===== config.mk =====
export PLATFORM = sky130hd
export DESIGN_NAME = prco_mem_arb_flat
export DESIGN_NICKNAME = d
export VERILOG_FILES = /design/src/rtl/prco_mem_arb_if.sv /design/src/rtl/prco_mem_arb.sv /design/src/flat_wrapper.sv
export SDC_FILE = /design/constraint.sdc
export NUM_CORES = 1
export LEC_CHECK = 0
export CAP_MARGIN = 10
export CORE_UTILIZATION = 40
export DETAILED_ROUTE_END_ITERATION = 8
export GPL_TIMING_DRIVEN = 0
export HOLD_SLACK_MARGIN = 0.1
export PLACE_DENSITY = 0.75
export SYNTH_ARGS = -nofsm -noshare
export SYNTH_HDL_FRONTEND = slang
export SYNTH_SLANG_ARGS = --single-unit
export TNS_END_PERCENT = 5

===== constraint.sdc =====
create_clock -name i_clk -period 2.6 [get_ports i_clk]
set_clock_uncertainty 0.2 [all_clocks]
set_input_delay 0.39 -clock i_clk [delete_from_list [all_inputs] [get_ports i_clk]]
set_output_delay 0.39 -clock i_clk [all_outputs]
set_load 0.02 [all_outputs]

===== src/rtl/prco_mem_arb_if.sv =====
// Requester, memory and status signals of the local-memory arbiter.
// The master modport is the arbiter; the slave modport is its environment
// (the three requesters plus the memory macro).
interface prco_mem_arb_if #(
    parameter int P_ADDR_W = 16,
    parameter int P_DATA_W = 16
);
    logic                i_f_req;
    logic [P_ADDR_W-1:0] i_f_addr;
    logic                q_f_ack;
    logic [P_DATA_W-1:0] q_f_data;

    logic                i_d_req;
    logic                i_d_we;
    logic [P_ADDR_W-1:0] i_d_addr;
    logic [P_DATA_W-1:0] i_d_dina;
    logic                q_d_ack;
    logic [P_DATA_W-1:0] q_d_data;

    logic                i_x_req;
    logic                i_x_we;
    logic [P_ADDR_W-1:0] i_x_addr;
    logic [P_DATA_W-1:0] i_x_dina;
    logic                q_x_ack;
    logic [P_DATA_W-1:0] q_x_data;

    logic                q_mem_ce;
    logic                q_mem_we;
    logic [P_ADDR_W-1:0] q_mem_addr;
    logic [P_DATA_W-1:0] q_mem_dina;
    logic [P_DATA_W-1:0] i_mem_douta;

    logic                q_busy;
    logic [1:0]          q_grant;
    logic                q_err;

    modport master (
        input  i_f_req, i_f_addr,
        output q_f_ack, q_f_data,
        input  i_d_req, i_d_we, i_d_addr, i_d_dina,
        output q_d_ack, q_d_data,
        input  i_x_req, i_x_we, i_x_addr, i_x_dina,
        output q_x_ack, q_x_data,
        output q_mem_ce, q_mem_we, q_mem_addr, q_mem_dina,
        input  i_mem_douta,
        output q_busy, q_grant, q_err
    );

    modport slave (
        output i_f_req, i_f_addr,
        input  q_f_ack, q_f_data,
        output i_d_req, i_d_we, i_d_addr, i_d_dina,
        input  q_d_ack, q_d_data,
        output i_x_req, i_x_we, i_x_addr, i_x_dina,
        input  q_x_ack, q_x_data,
        input  q_mem_ce, q_mem_we, q_mem_addr, q_mem_dina,
        output i_mem_douta,
        input  q_busy, q_grant, q_err
    );
endinterface


===== src/rtl/prco_mem_arb.sv =====
// Single-port local-memory arbiter: serialises fetch (F), load/store (D)
// and debug loader (X) accesses, waits the memory read latency and returns
// data with a one-cycle ack. X is promoted to top priority after losing
// P_STARVE_LIMIT arbitrations.
module prco_mem_arb #(
    parameter int P_ADDR_W       = 16,
    parameter int P_DATA_W       = 16,
    parameter int P_LMEM_DEPTH   = 255,
    parameter int P_MEM_LAT      = 1,
    parameter int P_STARVE_LIMIT = 4
) (
    input  logic           i_clk,
    input  logic           i_reset,
    prco_mem_arb_if.master bus
);
    typedef enum logic [1:0] {S_IDLE, S_ISSUE, S_WAIT, S_RESP} state_t;

    localparam logic [1:0] G_NONE = 2'd0;
    localparam logic [1:0] G_F    = 2'd1;
    localparam logic [1:0] G_D    = 2'd2;
    localparam logic [1:0] G_X    = 2'd3;

    localparam int SW = (P_STARVE_LIMIT < 1) ? 1 : $clog2(P_STARVE_LIMIT + 1);
    localparam logic [SW-1:0]       STARVE_MAX = SW'(P_STARVE_LIMIT);
    localparam logic [2:0]          LAT_INIT   = 3'(P_MEM_LAT - 1);
    localparam logic [P_ADDR_W-1:0] LMEM_MAX   = P_ADDR_W'(P_LMEM_DEPTH);

    state_t              state_q, state_d;
    logic [1:0]          grant_q, grant_d;
    logic [1:0]          mask_q, mask_d;
    logic                we_q, we_d;
    logic                oor_q, oor_d;
    logic [P_ADDR_W-1:0] addr_q, addr_d;
    logic [P_DATA_W-1:0] dina_q, dina_d;
    logic [2:0]          lat_q, lat_d;
    logic [SW-1:0]       starve_q, starve_d;
    logic [P_DATA_W-1:0] f_data_q, f_data_d;
    logic [P_DATA_W-1:0] d_data_q, d_data_d;
    logic [P_DATA_W-1:0] x_data_q, x_data_d;

    logic                f_req, d_req, x_req;
    logic [1:0]          winner;
    logic [P_DATA_W-1:0] rd_value;

    // State and datapath registers; reset abandons any in-flight access.
    always_ff @(posedge i_clk or negedge i_reset) begin
        if (!i_reset) begin
            state_q  <= S_IDLE;
            grant_q  <= G_NONE;
            mask_q   <= G_NONE;
            we_q     <= 1'b0;
            oor_q    <= 1'b0;
            addr_q   <= '0;
            dina_q   <= '0;
            lat_q    <= '0;
            starve_q <= '0;
            f_data_q <= '0;
            d_data_q <= '0;
            x_data_q <= '0;
        end else begin
            state_q  <= state_d;
            grant_q  <= grant_d;
            mask_q   <= mask_d;
            we_q     <= we_d;
            oor_q    <= oor_d;
            addr_q   <= addr_d;
            dina_q   <= dina_d;
            lat_q    <= lat_d;
            starve_q <= starve_d;
            f_data_q <= f_data_d;
            d_data_q <= d_data_d;
            x_data_q <= x_data_d;
        end
    end

    // Next-state: arbitration and latching in IDLE, latency count in WAIT.
    always_comb begin
        state_d  = state_q;
        grant_d  = grant_q;
        mask_d   = mask_q;
        we_d     = we_q;
        oor_d    = oor_q;
        addr_d   = addr_q;
        dina_d   = dina_q;
        lat_d    = lat_q;
        starve_d = starve_q;
        f_data_d = f_data_q;
        d_data_d = d_data_q;
        x_data_d = x_data_q;
        rd_value = '0;
        winner   = G_NONE;

        // The requester acked last is ignored for one IDLE cycle so a late
        // req drop does not start a duplicate access.
        f_req = bus.i_f_req && (mask_q != G_F);
        d_req = bus.i_d_req && (mask_q != G_D);
        x_req = bus.i_x_req && (mask_q != G_X);

        case (state_q)
            S_IDLE: begin
                mask_d = G_NONE;
                if (x_req && (starve_q == STARVE_MAX)) winner = G_X;
                else if (d_req)                        winner = G_D;
                else if (f_req)                        winner = G_F;
                else if (x_req)                        winner = G_X;

                if (winner != G_NONE) begin
                    state_d = S_ISSUE;
                    grant_d = winner;
                    case (winner)
                        G_F: begin
                            addr_d = bus.i_f_addr;
                            we_d   = 1'b0;
                            dina_d = '0;
                        end
                        G_D: begin
                            addr_d = bus.i_d_addr;
                            we_d   = bus.i_d_we;
                            dina_d = bus.i_d_dina;
                        end
                        default: begin
                            addr_d = bus.i_x_addr;
                            we_d   = bus.i_x_we;
                            dina_d = bus.i_x_dina;
                        end
                    endcase
                    oor_d = (addr_d > LMEM_MAX);
                    if (winner == G_X) begin
                        starve_d = '0;
                    end else if (x_req && (starve_q != STARVE_MAX)) begin
                        starve_d = starve_q + 1'b1;
                    end
                end
            end
            S_ISSUE: begin
                state_d = S_WAIT;
                lat_d   = LAT_INIT;
            end
            S_WAIT: begin
                if (lat_q == 3'd0) begin
                    state_d  = S_RESP;
                    rd_value = oor_q ? '0 : bus.i_mem_douta;
                    if (!we_q) begin
                        case (grant_q)
                            G_F:     f_data_d = rd_value;
                            G_D:     d_data_d = rd_value;
                            G_X:     x_data_d = rd_value;
                            default: ;
                        endcase
                    end
                end else begin
                    lat_d = lat_q - 1'b1;
                end
            end
            default: begin
                state_d = S_IDLE;
                grant_d = G_NONE;
                mask_d  = grant_q;
            end
        endcase
    end

    // Outputs: memory strobe in ISSUE (suppressed out of range), ack in RESP.
    always_comb begin
        bus.q_mem_ce   = (state_q == S_ISSUE) && !oor_q;
        bus.q_mem_we   = bus.q_mem_ce && we_q;
        bus.q_mem_addr = bus.q_mem_ce ? addr_q : '0;
        bus.q_mem_dina = bus.q_mem_ce ? dina_q : '0;
        bus.q_busy     = (state_q != S_IDLE);
        bus.q_grant    = grant_q;
        bus.q_f_ack    = (state_q == S_RESP) && (grant_q == G_F);
        bus.q_d_ack    = (state_q == S_RESP) && (grant_q == G_D);
        bus.q_x_ack    = (state_q == S_RESP) && (grant_q == G_X);
        bus.q_err      = (state_q == S_RESP) && oor_q;
        bus.q_f_data   = f_data_q;
        bus.q_d_data   = d_data_q;
        bus.q_x_data   = x_data_q;
    end
endmodule


===== src/flat_wrapper.sv =====
// flat-port wrapper written by rule: the top's interface ports become plain ports
module prco_mem_arb_flat 
#(
    parameter int P_ADDR_W       = 16,
    parameter int P_DATA_W       = 16,
    parameter int P_LMEM_DEPTH   = 255,
    parameter int P_MEM_LAT      = 1,
    parameter int P_STARVE_LIMIT = 4
)
  (i_clk, i_reset, bus_i_f_req, bus_i_f_addr, bus_q_f_ack, bus_q_f_data, bus_i_d_req, bus_i_d_we, bus_i_d_addr, bus_i_d_dina, bus_q_d_ack, bus_q_d_data, bus_i_x_req, bus_i_x_we, bus_i_x_addr, bus_i_x_dina, bus_q_x_ack, bus_q_x_data, bus_q_mem_ce, bus_q_mem_we, bus_q_mem_addr, bus_q_mem_dina, bus_i_mem_douta, bus_q_busy, bus_q_grant, bus_q_err);
  prco_mem_arb_if #(.P_ADDR_W(P_ADDR_W), .P_DATA_W(P_DATA_W)) bus_i ();
  input  logic i_clk;
  input  logic i_reset;
  input wire logic [$bits(bus_i.i_f_req)-1:0] bus_i_f_req;
  input wire logic [$bits(bus_i.i_f_addr)-1:0] bus_i_f_addr;
  output wire logic [$bits(bus_i.q_f_ack)-1:0] bus_q_f_ack;
  output wire logic [$bits(bus_i.q_f_data)-1:0] bus_q_f_data;
  input wire logic [$bits(bus_i.i_d_req)-1:0] bus_i_d_req;
  input wire logic [$bits(bus_i.i_d_we)-1:0] bus_i_d_we;
  input wire logic [$bits(bus_i.i_d_addr)-1:0] bus_i_d_addr;
  input wire logic [$bits(bus_i.i_d_dina)-1:0] bus_i_d_dina;
  output wire logic [$bits(bus_i.q_d_ack)-1:0] bus_q_d_ack;
  output wire logic [$bits(bus_i.q_d_data)-1:0] bus_q_d_data;
  input wire logic [$bits(bus_i.i_x_req)-1:0] bus_i_x_req;
  input wire logic [$bits(bus_i.i_x_we)-1:0] bus_i_x_we;
  input wire logic [$bits(bus_i.i_x_addr)-1:0] bus_i_x_addr;
  input wire logic [$bits(bus_i.i_x_dina)-1:0] bus_i_x_dina;
  output wire logic [$bits(bus_i.q_x_ack)-1:0] bus_q_x_ack;
  output wire logic [$bits(bus_i.q_x_data)-1:0] bus_q_x_data;
  output wire logic [$bits(bus_i.q_mem_ce)-1:0] bus_q_mem_ce;
  output wire logic [$bits(bus_i.q_mem_we)-1:0] bus_q_mem_we;
  output wire logic [$bits(bus_i.q_mem_addr)-1:0] bus_q_mem_addr;
  output wire logic [$bits(bus_i.q_mem_dina)-1:0] bus_q_mem_dina;
  input wire logic [$bits(bus_i.i_mem_douta)-1:0] bus_i_mem_douta;
  output wire logic [$bits(bus_i.q_busy)-1:0] bus_q_busy;
  output wire logic [$bits(bus_i.q_grant)-1:0] bus_q_grant;
  output wire logic [$bits(bus_i.q_err)-1:0] bus_q_err;
  assign bus_i.i_f_req = bus_i_f_req;
  assign bus_i.i_f_addr = bus_i_f_addr;
  assign bus_q_f_ack = bus_i.q_f_ack;
  assign bus_q_f_data = bus_i.q_f_data;
  assign bus_i.i_d_req = bus_i_d_req;
  assign bus_i.i_d_we = bus_i_d_we;
  assign bus_i.i_d_addr = bus_i_d_addr;
  assign bus_i.i_d_dina = bus_i_d_dina;
  assign bus_q_d_ack = bus_i.q_d_ack;
  assign bus_q_d_data = bus_i.q_d_data;
  assign bus_i.i_x_req = bus_i_x_req;
  assign bus_i.i_x_we = bus_i_x_we;
  assign bus_i.i_x_addr = bus_i_x_addr;
  assign bus_i.i_x_dina = bus_i_x_dina;
  assign bus_q_x_ack = bus_i.q_x_ack;
  assign bus_q_x_data = bus_i.q_x_data;
  assign bus_q_mem_ce = bus_i.q_mem_ce;
  assign bus_q_mem_we = bus_i.q_mem_we;
  assign bus_q_mem_addr = bus_i.q_mem_addr;
  assign bus_q_mem_dina = bus_i.q_mem_dina;
  assign bus_i.i_mem_douta = bus_i_mem_douta;
  assign bus_q_busy = bus_i.q_busy;
  assign bus_q_grant = bus_i.q_grant;
  assign bus_q_err = bus_i.q_err;
  prco_mem_arb #(.P_ADDR_W(P_ADDR_W), .P_DATA_W(P_DATA_W), .P_LMEM_DEPTH(P_LMEM_DEPTH), .P_MEM_LAT(P_MEM_LAT), .P_STARVE_LIMIT(P_STARVE_LIMIT)) u_core (.i_clk(i_clk), .i_reset(i_reset), .bus(bus_i));
endmodule

==> impl_metrics.env <==
export IMPL_final_common_cell="clkdlybuf4s50_1"
export IMPL_finalCriticalPeriod_ns=2.69
export IMPL_die_area_um2=12500
export IMPL_worstMarginPinSlew_ns=0.640
export IMPL_p_per_area_nw_per_um2=972
export IMPL_synth_edf_count=0
export IMPL_crit_arrival_ns=2.10
export IMPL_numPortBuffers=191
export IMPL_fmax_mhz=371
export IMPL_vias=4085
export IMPL_syn_nets=571
export IMPL_coreArea_um2=11600
export IMPL_synth_avg_cell_area_um2=10.6
export IMPL_grt_pass1_wl_um=20800
export IMPL_drc=17
export IMPL_num_io_pins=192
export IMPL_ys_async_sr_fraction=1.00
export IMPL_first_global_vias=4154
export IMPL_synth_simple_gate_area_frac=0.175
export IMPL_die_w_um=112
export IMPL_synthesis_area_um2=4810
export IMPL_dr_pass1_iters=6
export IMPL_finalNetCount=774
export IMPL_drive_gt1_frac=0.208
export IMPL_ys_seq_elements=94
export IMPL_min_path_type="reg -> reg"
export IMPL_cts_tree="done"
export IMPL_finalWirelength_um=13000
export IMPL_hpwl_um=10100
export IMPL_clock_sinks=94
export IMPL_die_y_um=112
export IMPL_endpoint_kind="output port"
export IMPL_place_gp_congestion=0.813
export IMPL_combinationalPowerShare=0.492
export IMPL_vdd_ir_drop_max_v=0.000624
export IMPL_maxSlewHeadroom=0.571
export IMPL_p_switching_uw=2730
export IMPL_instances_no_fill=805
export IMPL_fillCellCount=1003
export IMPL_rsz0062_at_grt="true"
export IMPL_gr_total_overflow=0
export IMPL_dp_cells=790
export IMPL_synth_compound_area_frac=0.124
export IMPL_diodes=0
export IMPL_critPathMaxFanout=10
export IMPL_clock_path_buffers=2
export IMPL_grtUsageTotal=0.209
export IMPL_holdWs_ns=0.271
export IMPL_fp_row_count=39
export IMPL_clkLatencyLatePin_ns=0.33
export IMPL_synth_ff_type="dfrtp_1"
export IMPL_synth_top_family_by_area="simple AND/OR/NAND/NOR gates"
export IMPL_p_int_uw=4290
export IMPL_synth_mux_area_frac=0.133
export IMPL_layout_setup_ws_ns=-0.0940
export IMPL_cts_buffers=9
export IMPL_max_cap_viol_count=0
export IMPL_slew_violations=0
export IMPL_setup_viol=2
export IMPL_post_drt_wl_per_cell_um=16.1
export IMPL_outcome="complete, but fails checks"
export IMPL_htree_levels=3
export IMPL_p_clk_frac=0.187
export IMPL_clkTransAtPathRegs_ns=0.06
export IMPL_period_share=1.04
export IMPL_yosys_area_share_adder=0.0338
export IMPL_p_leak_uw=0.00335
export IMPL_yosysUniqueCellTypes=47
export IMPL_area_growth_pct=50.3
export IMPL_p_sw_frac=0.389
export IMPL_required_ns=2.01
export IMPL_synth_warnings=0
export IMPL_path_class="reg -> out"
export IMPL_syn_inst=455
export IMPL_start_util=0.416
export IMPL_start_kind="flop"
export IMPL_grt_max_degree=55
export IMPL_ys_seq_area_frac=0.489
export IMPL_final_cell_mix="155 x clkdlybuf4s50_1, 94 x dfrtp_1, 68 x nand2_1, 35 x o21ai_0, 35 x and2_1"
export IMPL_drtIter0Drc=220
export IMPL_grt_antenna_before_repair=0
export IMPL_synthXorXnorAreaFrac=0
export IMPL_post_drt_via_cell_ratio=5.07
export IMPL_seq_power_share=0.320
export IMPL_clock_tree_root_cell="clkbuf_16"
export IMPL_ant_nets=0
export IMPL_violations="design-rule violations, negative setup slack"
export IMPL_hold_viol=0
timing repair:
item / 4_1_cts / 5_1_grt
pin swaps: 0 / 3
gates resized for setup: 52 / 93
gates cloned: 0 / 0
buffers inserted: 0 / 1
setup endpoints to repair: 69 / 71
hold buffers: 1 / 0
endpoints found under the hold margin: 40 / 0
cell type report:
cell class | count | area [µm²] | area share
Multi-Input combinational cell | 320 | 2290 | 0.318
Clock buffer | 12 | 256 | 0.0355
Sequential cell | 94 | 2350 | 0.326
Buffer | 28 | 223 | 0.0308
Clock inverter | 3 | 43.8 | 0.00606
Tap cell | 143 | 179 | 0.0248
Inverter | 11 | 41.3 | 0.00572
Timing Repair Buffer | 194 | 1830 | 0.254
synthesized netlist by cell type (2+ instances only):
| master | n | share of area |
|---|---|---|
| nand3_1 | 3 | 0.0031 |
| and2_1 | 35 | 0.046 |
| nand2b_1 | 3 | 0.0039 |
| buf_4 | 2 | 0.0031 |
| dfrtp_1 | 94 | 0.49 |
| buf_1 | 2 | 0.0016 |
| ha_1 | 13 | 0.034 |
| nand2_1 | 69 | 0.054 |
| a22oi_1 | 32 | 0.050 |
| a21oi_1 | 10 | 0.010 |
| o21ai_0 | 40 | 0.042 |
| nor2b_1 | 20 | 0.026 |
| nor4_1 | 2 | 0.0026 |
| mux2_2 | 27 | 0.063 |
| clkbuf_1 | 12 | 0.0094 |
| mux2_1 | 3 | 0.0070 |
| buf_2 | 9 | 0.0094 |
| and3_1 | 2 | 0.0026 |
| inv_1 | 11 | 0.0086 |
| buf_6 | 2 | 0.0047 |
| mux2_4 | 20 | 0.062 |
| nor2_1 | 19 | 0.015 |
power groups by stage:
| stage | clock, µW | sequential, µW | combinational (µW) |
|---|---|---|---|
| 3_3_place_gp | 0 | 2230 | 3190 |
| 6_report | 1310 | 2250 | 3460 |
| 4_1_cts | 1350 | 2250 | 3340 |
| 3_5_place_dp | 0 | 2270 | 3280 |
| 2_1_floorplan | 0 | 2430 | 1830 |
| 5_1_grt | 1400 | 2300 | 3800 |
logic make-up after synthesis:
kind of cell,after synthesis
DFF,94
buffers and inverters,41
AOI/OAI and AO/OA,95
and+or+nand+nor,162
adders and majority gates,13
muxes,50
flip-flops by register name, summed over array words and instances, names as in the netlist:
signal and count:
u_core.bus.q_d_data 16, u_core.bus.q_grant 2, u_core.mask_q 2, u_core.addr_q 16
u_core.state_q 2, u_core.dina_q 16, u_core.starve_q 3, u_core.bus.q_f_data 16
u_core.oor_q 1, u_core.lat_q 3, u_core.we_q 1, u_core.bus.q_x_data 16
final timing paths:
| kind | start | to | slack [ns] | depth (start not counted) |
|---|---|---|---|---|
| max in group asynchronous | i_reset | u_core.addr_q[11]$_DFFE_PN0P_ | 1.15 | 3 |
| min in group asynchronous | i_reset | u_core.bus.q_x_data[14]$_DFFE_PN0P_ | 0.40 | 2 |
| worst min register to register | u_core.addr_q[15]$_DFFE_PN0P_ | u_core.addr_q[15]$_DFFE_PN0P_ | 0.27 | 2 |
| worst max register to register | u_core.starve_q[0]$_DFFE_PN0P_ | u_core.oor_q$_DFFE_PN0P_ | -0.02 | 12 |
| worst max-delay path | u_core.oor_q$_DFFE_PN0P_ | bus_q_err | -0.09 | 3 |
| worst min-delay path | u_core.addr_q[15]$_DFFE_PN0P_ | u_core.addr_q[15]$_DFFE_PN0P_ | 0.27 | 2 |
stage by stage:
stage / total power (µW) / cell area, µm² / setup TNS (ns) / utilization / setup slack (ns)
floorplan: 4260 / 4810 / 0 / - / 0.173
global placement: 5410 / 6900 / -249.26 / 0.596 / -2.43
detailed placement: 5550 / 6920 / -24.69 / 0.599 / -0.569
CTS: 6940 / 7240 / -1.53 / 0.626 / -0.239
global route: 7500 / 7220 / -3.88 / 0.625 / -0.218
finish: 7020 / 7220 / -0.119 / 0.625 / -0.0940
critical path, stage by stage (launching register included):
cell	delay [ns]
dfrtp_1	0.63
clkbuf_2	0.37
and2_1	0.17
clkdlybuf4s50_1	0.60
metal layers:
layer / up-vias / global-route usage / wire [µm]
met3: 9 / 0.0572 / 951
met4: 0 / 0.0505 / 92
met2: 150 / 0.378 / 6580
li1: 1961 / - / -
met1: 1965 / 0.246 / 5330
met5: - / 0 / 0
No activity file was read; power rests on OpenSTA's default activity.
